### config.mk
export PLATFORM = sky130hd
export DESIGN_NAME = mod107_residue_accum
export DESIGN_NICKNAME = d
export VERILOG_FILES = /design/src/rtl/mod107_pkg.sv /design/src/rtl/mod107_add.sv /design/src/rtl/mod107_residue_accum.sv
export SDC_FILE = /design/constraint.sdc
export NUM_CORES = 1
export LEC_CHECK = 0
export CAP_MARGIN = 15
export CELL_PAD_IN_SITES_DETAIL_PLACEMENT = 1
export CELL_PAD_IN_SITES_GLOBAL_PLACEMENT = 1
export CORE_UTILIZATION = 38
export DETAILED_ROUTE_END_ITERATION = 6
export GPL_TIMING_DRIVEN = 0
export PLACE_DENSITY_LB_ADDON = 0.08
export SYNTH_ARGS = -nofsm -noshare
export SYNTH_HDL_FRONTEND = slang
export SYNTH_HIERARCHICAL = 1
export SYNTH_SLANG_ARGS = --single-unit
### constraint.sdc
create_clock -name clk -period 4.4 [get_ports clk]
set_clock_uncertainty 0.2 [all_clocks]
set_input_delay 1.1 -clock clk [delete_from_list [all_inputs] [get_ports clk]]
set_output_delay 1.1 -clock clk [all_outputs]
set_load 0.02 [all_outputs]
### src/rtl/mod107_pkg.sv
// Shared constants and types for the mod-107 residue datapath.
// Imported by the adder and the frame accumulator.
package mod107_pkg;

  localparam int MODULUS    = 107;
  localparam int RES_W      = 7;
  localparam int NUM_CHUNKS = 84;
  localparam int CNT_W      = 7;

  typedef logic [RES_W-1:0] residue_t;

  typedef enum logic [1:0] {
    IDLE,
    ACCUM,
    DONE
  } state_t;

endpackage

### src/rtl/mod107_add.sv
// Combinational (a + b) mod MODULUS, a already reduced, b any RES_W value.
// b is folded once before the add; range_o flags b >= MODULUS.
module mod107_add
  import mod107_pkg::*;
(
  input  residue_t a_i,
  input  residue_t b_i,
  output residue_t sum_o,
  output logic     range_o
);

  localparam logic [RES_W:0] MOD_W = (RES_W+1)'(MODULUS);

  logic [RES_W:0] b_ext;
  logic [RES_W:0] b_red;
  logic [RES_W:0] s;

  assign b_ext   = {1'b0, b_i};
  assign range_o = b_ext >= MOD_W;
  assign b_red   = range_o ? b_ext - MOD_W : b_ext;
  assign s       = {1'b0, a_i} + b_red;
  assign sum_o   = residue_t'(s >= MOD_W ? s - MOD_W : s);

endmodule

### src/rtl/mod107_residue_accum.sv
// Frame accumulator: sums a stream of partial residues mod 107 and
// reports the final residue with length and range error flags.
module mod107_residue_accum
  import mod107_pkg::*;
(
  input  logic             clk,
  input  logic             rst,
  input  logic             in_valid,
  output logic             in_ready,
  input  logic [RES_W-1:0] in_residue,
  input  logic             in_last,
  output logic             out_valid,
  input  logic             out_ready,
  output logic [RES_W-1:0] out_residue,
  output logic             out_len_err,
  output logic             out_range_err
);

  localparam logic [CNT_W:0] NUM_W = (CNT_W+1)'(NUM_CHUNKS);

  state_t             state_q, state_d;
  residue_t           acc_q, acc_d;
  logic [CNT_W-1:0]   cnt_q, cnt_d;
  logic               rng_q, rng_d;
  residue_t           res_q, res_d;
  logic               vld_q, vld_d;
  logic               len_q, len_d;
  logic               rerr_q, rerr_d;

  residue_t           sum;
  logic               beat_rng;
  logic               accept;
  logic [CNT_W:0]     beats;
  logic [CNT_W-1:0]   cnt_sat;

  mod107_add u_add (
    .a_i     (acc_q),
    .b_i     (in_residue),
    .sum_o   (sum),
    .range_o (beat_rng)
  );

  assign in_ready = (state_q != DONE);
  assign accept   = in_valid & in_ready;
  assign beats    = {1'b0, cnt_q} + 1'b1;
  assign cnt_sat  = (&cnt_q) ? cnt_q : cnt_q + 1'b1;

  always_comb begin
    state_d = state_q;
    acc_d   = acc_q;
    cnt_d   = cnt_q;
    rng_d   = rng_q;
    res_d   = res_q;
    vld_d   = vld_q;
    len_d   = len_q;
    rerr_d  = rerr_q;
    unique case (state_q)
      IDLE, ACCUM: begin
        if (accept) begin
          acc_d = sum;
          cnt_d = cnt_sat;
          rng_d = rng_q | beat_rng;
          if (in_last) begin
            state_d = DONE;
            res_d   = sum;
            vld_d   = 1'b1;
            len_d   = (beats != NUM_W);
            rerr_d  = rng_q | beat_rng;
          end else begin
            state_d = ACCUM;
          end
        end
      end
      DONE: begin
        // Handshake closes the frame; in_ready returns next cycle.
        if (out_ready) begin
          state_d = IDLE;
          vld_d   = 1'b0;
          acc_d   = '0;
          cnt_d   = '0;
          rng_d   = 1'b0;
        end
      end
      default: state_d = IDLE;
    endcase
  end

  always_ff @(posedge clk) begin
    if (rst) begin
      state_q <= IDLE;
      acc_q   <= '0;
      cnt_q   <= '0;
      rng_q   <= 1'b0;
      res_q   <= '0;
      vld_q   <= 1'b0;
      len_q   <= 1'b0;
      rerr_q  <= 1'b0;
    end else begin
      state_q <= state_d;
      acc_q   <= acc_d;
      cnt_q   <= cnt_d;
      rng_q   <= rng_d;
      res_q   <= res_d;
      vld_q   <= vld_d;
      len_q   <= len_d;
      rerr_q  <= rerr_d;
    end
  end

  assign out_valid     = vld_q;
  assign out_residue   = res_q;
  assign out_len_err   = len_q;
  assign out_range_err = rerr_q;

endmodule

-- Word level (Yosys, flattened, before mapping)
Index checks and enable logic that the tools add are counted.
- bits of input ports: 12
- flip-flop bits (word level): 27
- bitwise gates (word level): 2
- muxes and demuxes: 18
- magnitude comparators: 2
- add/sub/neg operators: 5
- equal/unequal tests: 8
- reduce and logical (&&, ||, !) cells: 9
- operators by type and width (operator ; number):
    two-way mux 7 bit ; 5
    case mux 7 bit (2 select lines) ; 2
    != test 2 bit, second input constant ; 5
    adder 7 x 1 -> 8 bit, second input constant ; 1
    adder 7 x 8 -> 8 bit ; 1
    >= comparator 8 x 7 -> 1 bit, second input constant ; 1
    two-way mux 8 bit ; 1
    != test 8 x 7 -> 1 bit, second input constant ; 1
    AND reduction 4 bit ; 2
    subtractor 7 x 7 -> 8 bit, second input constant ; 1
    adder 7 x 1 -> 7 bit, second input constant ; 1
    >= comparator 7 bit, second input constant ; 1
    AND reduction 7 bit ; 1
    subtractor 7 bit, second input constant ; 1
    two-way mux 2 bit ; 3
    AND reduction 3 bit ; 2
    two-way mux 1 bit ; 4
    case mux 1 bit (2 select lines) ; 2
    case mux 2 bit (2 select lines) ; 1
    equality test 2 x 1 -> 1 bit, second input constant ; 1
    equality test 2 bit, second input constant ; 1
    zero test 2 bit ; 1
    AND reduction 2 bit ; 1
    nonzero test 2 bit ; 1
    other kinds (3) ; 3

-- Logic depth before layout (Yosys ltp)
Gate-level depths: netlist of the first run.
- depth in word-level cells: 7
- gate-level depth with buffers: 17

-- Hierarchy
The synthesis of the first run kept the hierarchy.
- by module, submodules not included (module ; cells an instance ; sequential area each (um^2) ; area each (um^2) ; times used):
    mod107_residue_accum ; 134 ; 540.5 ; 1151.1 ; 1
    mod107_add ; 119 ; 0.0 ; 937.1 ; 1

-- Least setup slack after synthesis of the first run
OpenSTA, ideal clock, no wires.
- path kind: input to register
- start point: in in_residue[0]
- end point: reg acc_q[1]
- required time: 4.072 ns
- slack: -0.088 ns
- cell stages on the path: 16
- arrival time: 4.160 ns
- cells stage by stage: ha_1 o21ai_1 nand2_1 nand3_1 xnor2_1 ha_1 inv_1 fa_1 xnor2_2 o22ai_2 nor3_1 o22ai_2 o31ai_4 mux2_4 a22oi_1 nor2_1
- cells in the longest elaborated chain, start to end: 7
- elaborated cells between the ends (all ways): 9
- ends and longest elaborated chain (element ; RTL line ; text):
    start: declaration ; mod107_residue_accum.sv:10 ; input logic [RES_W-1:0] in_residue,
    subtractor 7 x 7 -> 8 bit or >= comparator 7 bit (tied branches) ; mod107_add.sv:20, mod107_add.sv:19 ;
    two-way mux 8 bit (*) ; mod107_add.sv:20 ; assign b_red = range_o ? b_ext - MOD_W : b_ext;
    adder 7 x 8 -> 8 bit (*) ; mod107_add.sv:21 ; assign s = {1'b0, a_i} + b_red;
    subtractor 7 bit or >= comparator 8 x 7 -> 1 bit (tied branches) ; mod107_add.sv:22 ; assign sum_o = residue_t'(s >= MOD_W ? s - MOD_W : s);
    two-way mux 7 bit (*) ; mod107_add.sv:22 ;
    via sum[1] ; mod107_residue_accum.sv:30 ; residue_t sum;
    two-way mux 7 bit (*) ; mod107_residue_accum.sv:59 ; if (accept) begin
    case mux 7 bit (2 select lines) (*) ; mod107_residue_accum.sv:57 ; unique case (state_q)
    end signal: assignment ; mod107_residue_accum.sv:91 ; acc_q <= '0;
    end signal: assignment ; mod107_residue_accum.sv:100 ; acc_q <= acc_d;
    end: declaration ; mod107_residue_accum.sv:22 ; residue_t acc_q, acc_d;
Mark *: on every way through the listed nets, which the timed path passes. The rest lies on a longest branch. The select of a mux whose other input is x is not followed.
A chain may end at the register's enable or synchronous reset.

-- Worst setup path after layout of the first run
- start point: in in_residue[0]
- end point: reg res_q[5] (netlist: out_residue[5])
- cells in the longest elaborated chain, start to end: 5
- elaborated cells between the ends (all ways): 7
- ends and longest elaborated chain (element ; RTL line ; text):
    subtractor 7 x 7 -> 8 bit or >= comparator 7 bit (tied branches) ; mod107_add.sv:20, mod107_add.sv:19 ;
    two-way mux 8 bit (*) ; mod107_add.sv:20 ;
    adder 7 x 8 -> 8 bit (*) ; mod107_add.sv:21 ;
    subtractor 7 bit or >= comparator 8 x 7 -> 1 bit (tied branches) ; mod107_add.sv:22 ;
    two-way mux 7 bit (*) ; mod107_add.sv:22 ;
    via sum[5] ; mod107_residue_accum.sv:30 ;
    end signal: assignment ; mod107_residue_accum.sv:103 ; res_q <= res_d;
    end: declaration ; mod107_residue_accum.sv:25 ; residue_t res_q, res_d;
Mark *: on every way through the listed nets, which the timed path passes. The rest lies on a longest branch.

==> results of run 1 <==
[synthesized netlist by cell type, types with 3 or more instances]
master	instances
dfxtp_1	27
nand2_1	24
nor2_1	24
a21oi_1	21
ha_1	13
inv_1	10
nand3_1	9
nor3_1	9
o21ai_0	9
a22oi_1	8
xor2_1	7
clkbuf_1	6
o211ai_1	5
and3_1	4
a211oi_1	3
a31oi_1	3
and2_1	3
mux2i_1	3
nand3b_1	3
o21ai_1	3
o22ai_2	3
or3_1	3
[per-stage QoR]
stage | setup TNS, ns | std cells | hold slack (ns) | utilization [%]
after floorplan | 0 | 253 | 0.2478 | -
after global placement | -10.61 | 344 | 0.2445 | 45.94
after detailed placement | -11.50 | 344 | 0.2522 | 45.94
after CTS | 0 | 360 | 0.2691 | 50.63
after global routing | -0.01454 | 363 | 0.2944 | 52.88
final | 0 | 363 | 0.2641 | 52.88
[registers in the layout, summed over array words and instances, names as in the netlist]
name and count:
out_range_err 1, out_residue 7, state_q 2, cnt_q 7, rng_q 1, out_valid 1, acc_q 7, out_len_err 1
[routing by layer]
layer,global-route usage [%],wire length [um],vias to the layer above
li1,-,-,1016
met1,30.83,3050,1000
met2,36.73,2901,36
met3,2.635,152,4
met4,4.231,44,0
met5,0,0,-
[worst max-delay path, delay by kind of cell]
kind            cells  cell delay (ns)
xor+xnor            2             0.35
simple gates        4             0.75
mux                 1             0.36
fa+ha+maj           3             0.80
buf+inv             3             0.33
compound gates      5             0.60
[where the power goes]
part | switching [W] | leakage (nW) | internal [W]
Sequential | 0.0000453 | 0.221 | 0.000298
Combinational | 0.000762 | 0.773 | 0.000665
Clock | 0.0000845 | 0.0217 | 0.0000644
Total | 0.000891 | 1.02 | 0.00103
[path summary, 6_finish.rpt]
kind                   from  depth (start not counted)              to  slack (ns)
min reg2reg  out_residue[5]                          2  out_residue[5]        0.26
max reg2reg        acc_q[0]                         12  out_residue[5]        1.40
max           in_residue[0]                         18  out_residue[5]        0.11
min          out_residue[5]                          2  out_residue[5]        0.26
[kinds of logic after synthesis]
family / count (synthesis) / share of synthesized area, %
AO/OA/AOI/OAI: 76 / 27.26
XOR/XNOR: 11 / 5.333
adder cells (fa/ha/maj): 14 / 8.748
buffers and inverters: 18 / 3.655
flip-flops: 27 / 25.88
multiplexers: 5 / 2.696
AND/OR/NAND/NOR: 102 / 26.42
[cell type report]
cell class | instances | area (um2)
Fill cell | 615 | 2452
Multi-Input combinational cell | 208 | 1680
Sequential cell | 27 | 540.5
Timing Repair Buffer | 36 | 319.1
Tap cell | 70 | 87.58
Clock buffer | 3 | 41.29
Buffer | 8 | 38.79
Inverter | 10 | 37.54
Clock inverter | 1 | 7.507
[what timing repair did]
item,in CTS,in global routing
setup buffers,12,3
gates resized for setup,35,24
endpoints found under the setup margin,14,14
pin swaps,12,13
==> impl_metrics.csv, run 1 <==
group,metric,value,unit
critical_path,endpoint_kind,"register",
placement,hpwl,4402,um
critical_path,crit_chain,"buf_2 > ha_4 > o21ai_4 > nand2_2 > nand3_4 > xnor2_2 > ha_2 > inv_1 > fa_2 > xnor2_4 > buf_6 > a21oi_2 > or4_4 > a2bb2oi_2 > mux2_2 > o21ai_2 > nand2_1 > a21oi_1",
critical_path,critPathMaxStageDelay,0.43,ns
status,outcome,"finished, final reports clean",
grt,grt_pass1_wl,10290,um
timing,worst_pin_slew,0.5655,ns
logic_synthesis,ys_types,63,
logic_synthesis,syn_inst,253,
placement,io_buffers,21,
critical_path,worstPathMaxFanout,5,
logic_synthesis,syn-cell-area,2088,um2
placement,dpl_cell_area,2391,um2
timing,fmaxAchievable,233.2,MHz
cells_and_area,area_growth,31.82,%
power,max-vdd-ir-drop,0.3855,mV
drt,vias,2056,
timing,period_minus_slack,4.288,ns
cts,postCtsHoldBufs,0,
cts,clock_path_buffers,2,
power,power_density,696.7,nW/um2
logic_synthesis,synth_top_cell_area_share,25.88,%
cells_and_area,final_cell_mix,"dfxtp_1 (27), nor2_1 (23), nand2_1 (22)",
cts,htreeDepth,1,
timing,post-route-period-util,97.46,%
critical_path,worst_path_max_delay_cell,"or4_4",
grt,antenna_found_initial,0,
drt,vias_per_cell,5.664,
grt,gr-usage-all-layers,22.09,%
power,total_power,0.001918,W
timing,finalSetupViolCount,0,
timing,setup_ws,0.1116,ns
drt,firstDrtPassIters,4,
grt,grt_pass1_vias,2043,
cells_and_area,nets,320,
cts,clkSlewWorstSetupHoldPaths,0.09,ns
die,start_util,40.12,%
logic_synthesis,ys.flop_type,"dfxtp_1",
grt,grt_start_max_net_pins,17,
cts,numCtsBuffers,3,
logic_synthesis,synth.top_cells.by_area,"dfxtp_1 (26%), ha_1 (7.8%), a21oi_1 (5.0%), nand2_1 (4.3%), nor2_1 (4.3%)",
timing,hold_viol,0,
cts,tritoncts,"built",
critical_path,start_kind,"primary input",
critical_path,arrival,4.30,ns
drt,wl,6150,um
critical_path,criticalPathCategory,"in2reg",
worst_hold_path,hp-class,"reg2reg",
die,die_y,76.13,um
logic_synthesis,ys_seq_area_share,25.88,%
logic_synthesis,synth-async-reset-ratio,0,%
logic_synthesis,yosys.area.top_type,"dfxtp_1",
placement,gp_congestion,0.7771,
logic_synthesis,synth-warning-count,6,
cts,cts_num_sinks,27,
die,dieArea,5796,um2
drt,ant_nets,0,
cells_and_area,layout_commonest_cell,"dfxtp_1",
die,placementRows,26,
die,core-area,5205,um2
power,power.leakage,1.016,nW
cells_and_area,fin_area,2753,um2
logic_synthesis,syn_nets,279,
timing,finalMaxSlewViolations,0,
timing,slew_headroom,62.16,%
critical_path,required,4.41,ns
job,max-cap-violations,0,
logic_synthesis,synth-edff-count,0,
drt,drt_iter0_drc,68,
grt,grt_overflow,0,
die,die_x,76.13,um
cells_and_area,antenna_cells,0,
timing,grt_setup_unrepaired,"true",
drt,wl_per_cell,16.94,um
logic_synthesis,synth_area_per_cell,8.254,um2
placement,post-place-ws,-0.9712,ns
die,ios,23,
logic_synthesis,synth_seq_cells,27,
drt,route.detailed.drc,0,
cts,root_buffer,"clkbuf_8",
cts,insertion_delay,0.28,ns
cells_and_area,layout-drive-gt1-share,26.28,%
(Power assumes the default switching activity.)
==> inputs of run 2 (changes only) <==
CAP_MARGIN = 25   (was 15)
==> results of run 2 <==
No change in the layout: final DEF, timing and power equal those of run 1.
